$ cat config.mk
export PLATFORM = sky130hd
export DESIGN_NAME = ser_frame_ctrl
export DESIGN_NICKNAME = d
export VERILOG_FILES = /design/src/rtl/ser_pkg.sv /design/src/rtl/sync_matcher.sv /design/src/rtl/ser_frame_ctrl.sv
export SDC_FILE = /design/constraint.sdc
export NUM_CORES = 1
export LEC_CHECK = 0
export ABC_AREA = 0
export CORE_ASPECT_RATIO = 0.6
export CORE_MARGIN = 2
export CORE_UTILIZATION = 45
export DETAILED_ROUTE_END_ITERATION = 12
export MAX_ROUTING_LAYER = met4
export PLACE_DENSITY = 0.64
export SLEW_MARGIN = 20
export SYNTH_ARGS = -nofsm -noshare
export SYNTH_HDL_FRONTEND = slang
export SYNTH_SLANG_ARGS = --single-unit
$ cat constraint.sdc
create_clock -name clk -period 3 [get_ports clk]
set_input_delay 0.6 -clock clk [delete_from_list [all_inputs] [get_ports clk]]
set_output_delay 0.6 -clock clk [all_outputs]
set_load 0.01 [all_outputs]
$ cat src/rtl/ser_pkg.sv
// Shared definitions for the serial frame controller: FSM state encoding and
// default sync/length sizing (also used to size the hex display).
package ser_pkg;

    localparam int unsigned SER_SYNC_W = 3;
    localparam logic [SER_SYNC_W-1:0] SER_SYNC_PAT = 3'b110;
    localparam int unsigned SER_LEN_W = 4;

    typedef enum logic [2:0] {
        HUNT = 3'd0,
        LEN  = 3'd1,
        DATA = 3'd2,
        PAR  = 3'd3,
        DONE = 3'd4
    } ser_state_e;

endpackage

$ cat src/rtl/sync_matcher.sv
// Sync pattern detector: shift register of recent ser_in bits plus a
// comparator that looks at the history together with the bit on the wire now,
// so a match is reported on the strobe that completes the pattern.
module sync_matcher
    import ser_pkg::*;
#(
    parameter int unsigned               SYNC_W   = SER_SYNC_W,
    parameter logic [SYNC_W-1:0]         SYNC_PAT = SER_SYNC_PAT
) (
    input  logic clk,
    input  logic rst,
    input  logic i_shift,
    input  logic i_clr,
    input  logic i_bit,
    output logic o_match
);

    // Only the newest SYNC_W-1 bits can ever reach the comparator again.
    logic [SYNC_W-2:0] r_sr;
    logic [SYNC_W-1:0] w_window;

    assign w_window = {r_sr, i_bit};
    assign o_match  = (w_window == SYNC_PAT);

    // History register: cleared on request, otherwise shifts on each hunt strobe.
    always_ff @(posedge clk or negedge rst) begin
        if (!rst) begin
            r_sr <= '0;
        end else if (i_clr) begin
            r_sr <= '0;
        end else if (i_shift) begin
            r_sr <= w_window[SYNC_W-2:0];
        end
    end

endmodule

$ cat src/rtl/ser_frame_ctrl.sv
// Serial frame sequencer: hunts for the sync pattern, captures an LSB-first
// length field, then forwards that many payload bits with a valid strobe.
// Everything advances only on clk_en step strobes.
// Optional feature: define SER_PARITY_EN to check one even-parity bit after
// the payload and report a mismatch on err; otherwise err is tied low.
module ser_frame_ctrl
    import ser_pkg::*;
#(
    parameter int unsigned       SYNC_W   = SER_SYNC_W,
    parameter logic [SYNC_W-1:0] SYNC_PAT = SER_SYNC_PAT,
    parameter int unsigned       LEN_W    = SER_LEN_W
) (
    input  logic             clk,
    input  logic             rst,
    input  logic             clk_en,
    input  logic             ser_in,
    output logic             ser_out,
    output logic             ser_out_valid,
    output logic [LEN_W-1:0] cnt_out,
    output logic             busy,
    output logic             frame_done,
    output logic             err
);

    localparam logic [LEN_W-1:0] LAST_LEN_BIT = LEN_W'(LEN_W - 1);

    ser_state_e       r_state;
    logic [LEN_W-1:0] r_len;
    logic [LEN_W-1:0] r_bit_cnt;
    logic [LEN_W-1:0] r_cnt;
    logic             r_ser_out;
    logic             r_valid;
    logic             r_busy;
    logic             r_done;

    logic [LEN_W-1:0] w_len_next;
    logic             w_match;
    logic             w_shift;
    logic             w_clr;

    // Length register with the current bit merged in at its LSB-first position.
    assign w_len_next = r_len | (LEN_W'(ser_in) << r_bit_cnt);

    // The DONE strobe's bit is dropped and the history starts from zero.
    assign w_shift = clk_en && (r_state == HUNT);
    assign w_clr   = clk_en && (r_state == DONE);

    sync_matcher #(
        .SYNC_W   (SYNC_W),
        .SYNC_PAT (SYNC_PAT)
    ) u_sync_matcher (
        .clk     (clk),
        .rst     (rst),
        .i_shift (w_shift),
        .i_clr   (w_clr),
        .i_bit   (ser_in),
        .o_match (w_match)
    );

`ifdef SER_PARITY_EN
    logic r_par;
    logic r_err;
    assign err = r_err;
`else
    assign err = 1'b0;
`endif

    // Frame FSM with registered outputs; pulses self-clear on every edge.
    always_ff @(posedge clk or negedge rst) begin
        if (!rst) begin
            r_state   <= HUNT;
            r_len     <= '0;
            r_bit_cnt <= '0;
            r_cnt     <= '0;
            r_ser_out <= 1'b0;
            r_valid   <= 1'b0;
            r_busy    <= 1'b0;
            r_done    <= 1'b0;
`ifdef SER_PARITY_EN
            r_par     <= 1'b0;
            r_err     <= 1'b0;
`endif
        end else begin
            r_valid <= 1'b0;
            r_done  <= 1'b0;
            if (clk_en) begin
                case (r_state)
                    HUNT: begin
                        if (w_match) begin
                            r_state   <= LEN;
                            r_bit_cnt <= '0;
                            r_len     <= '0;
                            r_busy    <= 1'b1;
`ifdef SER_PARITY_EN
                            r_par     <= 1'b0;
                            r_err     <= 1'b0;
`endif
                        end
                    end
                    LEN: begin
                        r_len     <= w_len_next;
                        r_bit_cnt <= r_bit_cnt + LEN_W'(1);
                        if (r_bit_cnt == LAST_LEN_BIT) begin
                            if (w_len_next == '0) begin
`ifdef SER_PARITY_EN
                                r_state <= PAR;
`else
                                r_state <= DONE;
                                r_done  <= 1'b1;
                                r_busy  <= 1'b0;
`endif
                            end else begin
                                r_state <= DATA;
                                r_cnt   <= w_len_next;
                            end
                        end
                    end
                    DATA: begin
                        r_ser_out <= ser_in;
                        r_valid   <= 1'b1;
                        r_cnt     <= r_cnt - LEN_W'(1);
`ifdef SER_PARITY_EN
                        r_par     <= r_par ^ ser_in;
`endif
                        if (r_cnt <= LEN_W'(1)) begin
`ifdef SER_PARITY_EN
                            r_state <= PAR;
`else
                            r_state <= DONE;
                            r_done  <= 1'b1;
                            r_busy  <= 1'b0;
`endif
                        end
                    end
`ifdef SER_PARITY_EN
                    PAR: begin
                        r_err   <= ser_in ^ r_par;
                        r_state <= DONE;
                        r_done  <= 1'b1;
                        r_busy  <= 1'b0;
                    end
`endif
                    DONE: begin
                        r_state <= HUNT;
                    end
                    default: begin
                        r_state <= HUNT;
                        r_busy  <= 1'b0;
                        r_cnt   <= '0;
                    end
                endcase
            end
        end
    end

    assign ser_out       = r_ser_out;
    assign ser_out_valid = r_valid;
    assign cnt_out       = r_cnt;
    assign busy          = r_busy;
    assign frame_done    = r_done;

endmodule

==> flow_results.org <==
** CTS
- CTS Buffer Depth :: 2
- Clk sinks :: 21
- Resized cells post-CTS :: 0
- TritonCTS clock tree :: built
- In this run the number of H-tree levels came out at 1.
- After clock tree synthesis, the clock-pin slew on the worst setup and hold paths is 0.08 ns.
- TritonCTS created 3 clock buffers.
- Post-CTS Setup Inserts :: 0
- For this design, the CTS-stage hold fixing added 0 buffers.
- CTS placed an instance of sky130_fd_sc_hd__clkbuf_8 at the clock tree root.
- Clock Latency Late Sink :: 0.26 ns

** Placed design
- Before CTS, the worst setup slack after placement is 0.662 ns.
- Global placer's final weighted congestion :: 0.910
- Summing all placed instances gives a cell area of 1370 µm².
- After legalization and detailed placement, the total HPWL measured 1950 µm.
- Port buffering added 11 buffers.

** GRT
- Grt met3 use :: 5.01%
- The initial antenna violation count was 0.
- Total gr overflow :: 0
- Global-route wire length before repair :: 4530 µm
- Maximum number of pins on one net before global-route repair :: 22
- Global Route Usage Sum :: 19.2%
- Global routing met1 resource utilization :: 28.8%
- Via count of the first global-routing pass :: 943
- For met2 alone, demand over resource in global routing was 26.1%.
- The global routing stage identified its most utilized layer as met1.

** Setup path
- Data on the critical path arrives at its endpoint at 2.21 ns.
- Critical Setup Path Class :: primary input to flop
- Data on the critical path is required at its endpoint by 3.15 ns.
- The worst setup path is launched from a primary input.
- Maximum fanout count along the critical path :: 6
- The worst setup path is captured at a flop.

** Power
- Power spread over the standard cell area amounts to 684 nW/µm².
- Combinational cells account for 34.8% of the total power.
- Switching portion of total power :: 36.8%
- P_sw :: 0.000357 W
- Maximum vdd drop :: 359 µV
- Leakage :: 0.609 nW
- Reg power frac :: 46.1%
- In this run, the clock network consumes 19.1% of the power.
- Overall power consumption after layout is estimated at 0.000968 W.
- Internal power :: 0.000612 W

** Timing
- Final hold violation count :: 0
- Final critical-path setup slack :: 0.940 ns
- For the final routed database, the setup TNS stands at 0 ns.
- Final setup violation count :: 0
- Peak clock frequency supported by timing :: 485 MHz
- Max-slew violation total from the final report :: 0
- Setup Skew :: 0.00244 ns
- Shortest clock period the worst path allows after layout :: 2.06 ns
- RSZ-0062 raised after global routing :: false
- The final critical path takes up 68.7% of the cycle.

** Synthesis
- For this run, the number of Yosys warnings is 0.
- Fraction of synthesis flops using an asynchronous set or reset pin :: 100%
- After synthesis, flip-flops and latches occupy 42.3% of the total area.
- In this run, synthesis inferred 0 flip-flops with an integrated enable.
- In this run, distinct cell masters in the synthesized netlist total 42.
- Syn_area_per_cell :: 9.85 µm²
- Net Count, Synth :: 133
- Cell area after technology mapping :: 1240 µm²
- Synthesis handed over a netlist of 126 instances.
- Most common flop cell mapped by yosys :: sky130_fd_sc_hd__dfrtp_1
- After synthesis the netlist holds a flip-flop and latch count of 21.

** Flow run
- Across the run, the number of max-cap violations was 0.

** Route
- 1st-iter DRT viols :: 71
- Wire length per cell after detailed routing :: 15.4 µm
- In this run the remaining antenna-violating nets after routing total 0.
- Via count :: 993
- Iteration count of the initial detailed-routing pass :: 4
- In the routed design, unresolved DRC markers number 0.
- Average via count per standard cell :: 5.84
- Total length of routed wires :: 2620 µm

** Final layout
- The library cells used most frequently in the layout, excluding fill and tap cells, are 21 x sky130_fd_sc_hd__dfrtp_1, 11 x sky130_fd_sc_hd__a21oi_1, 11 x sky130_fd_sc_hd__clkdlybuf4s50_1, 10 x sky130_fd_sc_hd__nor2_1.
- Core utilization of the finished layout :: 55.3%
- Number of nets in the layout :: 146
- Summing all non-filler instances in the final layout gives an area of 1420 µm².
- The repair_antennas step left the layout with diodes totalling 0.
- The layout has 228 filler cells.
- Share of post-route cells with drive strength above 1 :: 14.5%
- The library cell used most frequently in the layout, excluding fill and tap cells, is sky130_fd_sc_hd__dfrtp_1.
- The area growth from synthesis to layout is 14.0%.

** Min path
- The worst hold path belongs to the class flop to flop.

** Die
- During I/O placement, the number of pins put on the boundary was 13.
- The die is 44.7 µm tall.
- After floorplanning, the core was sized to cover 2560 µm².
- Horiz. Die Dim :: 71.8 µm
- Number of placement rows :: 14
- Once the floorplan was initialized, standard cells occupied 48.5% of the core.
- The die covers 3210 µm².

** Status
- The flow ran to the end, and the final reports show no timing, DRC or antenna violations.
-- synth_stat cells, drive strengths merged (2+ instances only) --
master | instances | area [µm²]
inv | 7 | 26.3
a31oi | 2 | 12.5
nor2 | 10 | 37.5
o221ai | 2 | 17.5
nor3b | 5 | 53.8
or3b | 4 | 35.0
mux2 | 3 | 41.3
nor3 | 6 | 35.0
ha | 3 | 37.5
a31o | 3 | 26.3
nand3 | 2 | 10.0
and3 | 2 | 12.5
nand2 | 6 | 22.5
o22ai | 4 | 25.0
nor2b | 6 | 37.5
buf | 4 | 33.8
a21oi | 11 | 55.1
o21ai | 7 | 35.0
dfrtp | 21 | 526
o31ai | 2 | 15.0
-- power groups by stage --
stage | registers [W] | clock network [W] | logic [W]
6_report | 0.000446 | 0.000185 | 0.000337
5_1_grt | 0.000461 | 0.000203 | 0.000379
4_1_cts | 0.000444 | 0.000193 | 0.000338
3_5_place_dp | 0.000450 | 0 | 0.000337
3_3_place_gp | 0.000448 | 0 | 0.000332
2_1_floorplan | 0.000436 | 0 | 0.000222
-- critical path, stage by stage --
cell	delay, ns
sky130_fd_sc_hd__clkdlybuf4s50_1	0.53
sky130_fd_sc_hd__nor3b_4	0.38
sky130_fd_sc_hd__o211ai_4	0.15
sky130_fd_sc_hd__a21bo_4	0.26
sky130_fd_sc_hd__mux2_4	0.30
-- flip-flops by register name (all words and copies together) (netlist names) --
signal,flops
ser_out,1
r_bit_cnt,4
frame_done,1
u_sync_matcher.r_sr,2
busy,1
r_len,4
r_state,3
ser_out_valid,1
cnt_out,4
-- layout make-up --
type | count | area (µm²) | area share (%)
clock buffer | 3 | 41.3 | 2.92
timing repair buffer | 13 | 125 | 8.84
inverter | 7 | 26.3 | 1.86
tap | 32 | 40.0 | 2.83
sequential | 21 | 526 | 37.1
clock inverter | 1 | 5.00 | 0.354
multi-input combinational | 93 | 652 | 46.1
-- final timing paths --
kind	slack, ns	startpoint	cells past startpoint	to
worst max-delay path	0.94	ser_in	5	cnt_out[1]
worst min-delay path	0.52	ser_out	1	ser_out
worst max register to register	1.03	r_bit_cnt[0]	5	cnt_out[1]
worst min register to register	0.52	ser_out	1	ser_out
max in group asynchronous	2.11	rst	2	r_bit_cnt[0]
min in group asynchronous	0.68	rst	2	cnt_out[0]
-- metal layers --
layer | up-vias | routed length, µm
met5 | - | 0
met3 | 0 | 137
met4 | 0 | 0
met2 | 30 | 1050
li1 | 485 | -
met1 | 478 | 1430
-- metrics by stage --
step           hold slack [ns]  instances
2_1_floorplan            0.304        126
3_3_place_gp             0.505        166
3_5_place_dp             0.499        166
4_1_cts                  0.518        170
5_1_grt                  0.540        170
6_report                 0.518        170
-- logic make-up after synthesis --
group                      after synthesis  share of synthesized area [%]
DFF                                     21                           42.3
AOI/OAI and AO/OA                       40                           22.8
muxes                                    4                           4.13
buffers and inverters                   12                           5.14
adders and majority gates                3                           3.02
and+or+nand+nor                         45                           22.3
other                                    1                          0.302
No activity file was read; power rests on OpenSTA's default activity.
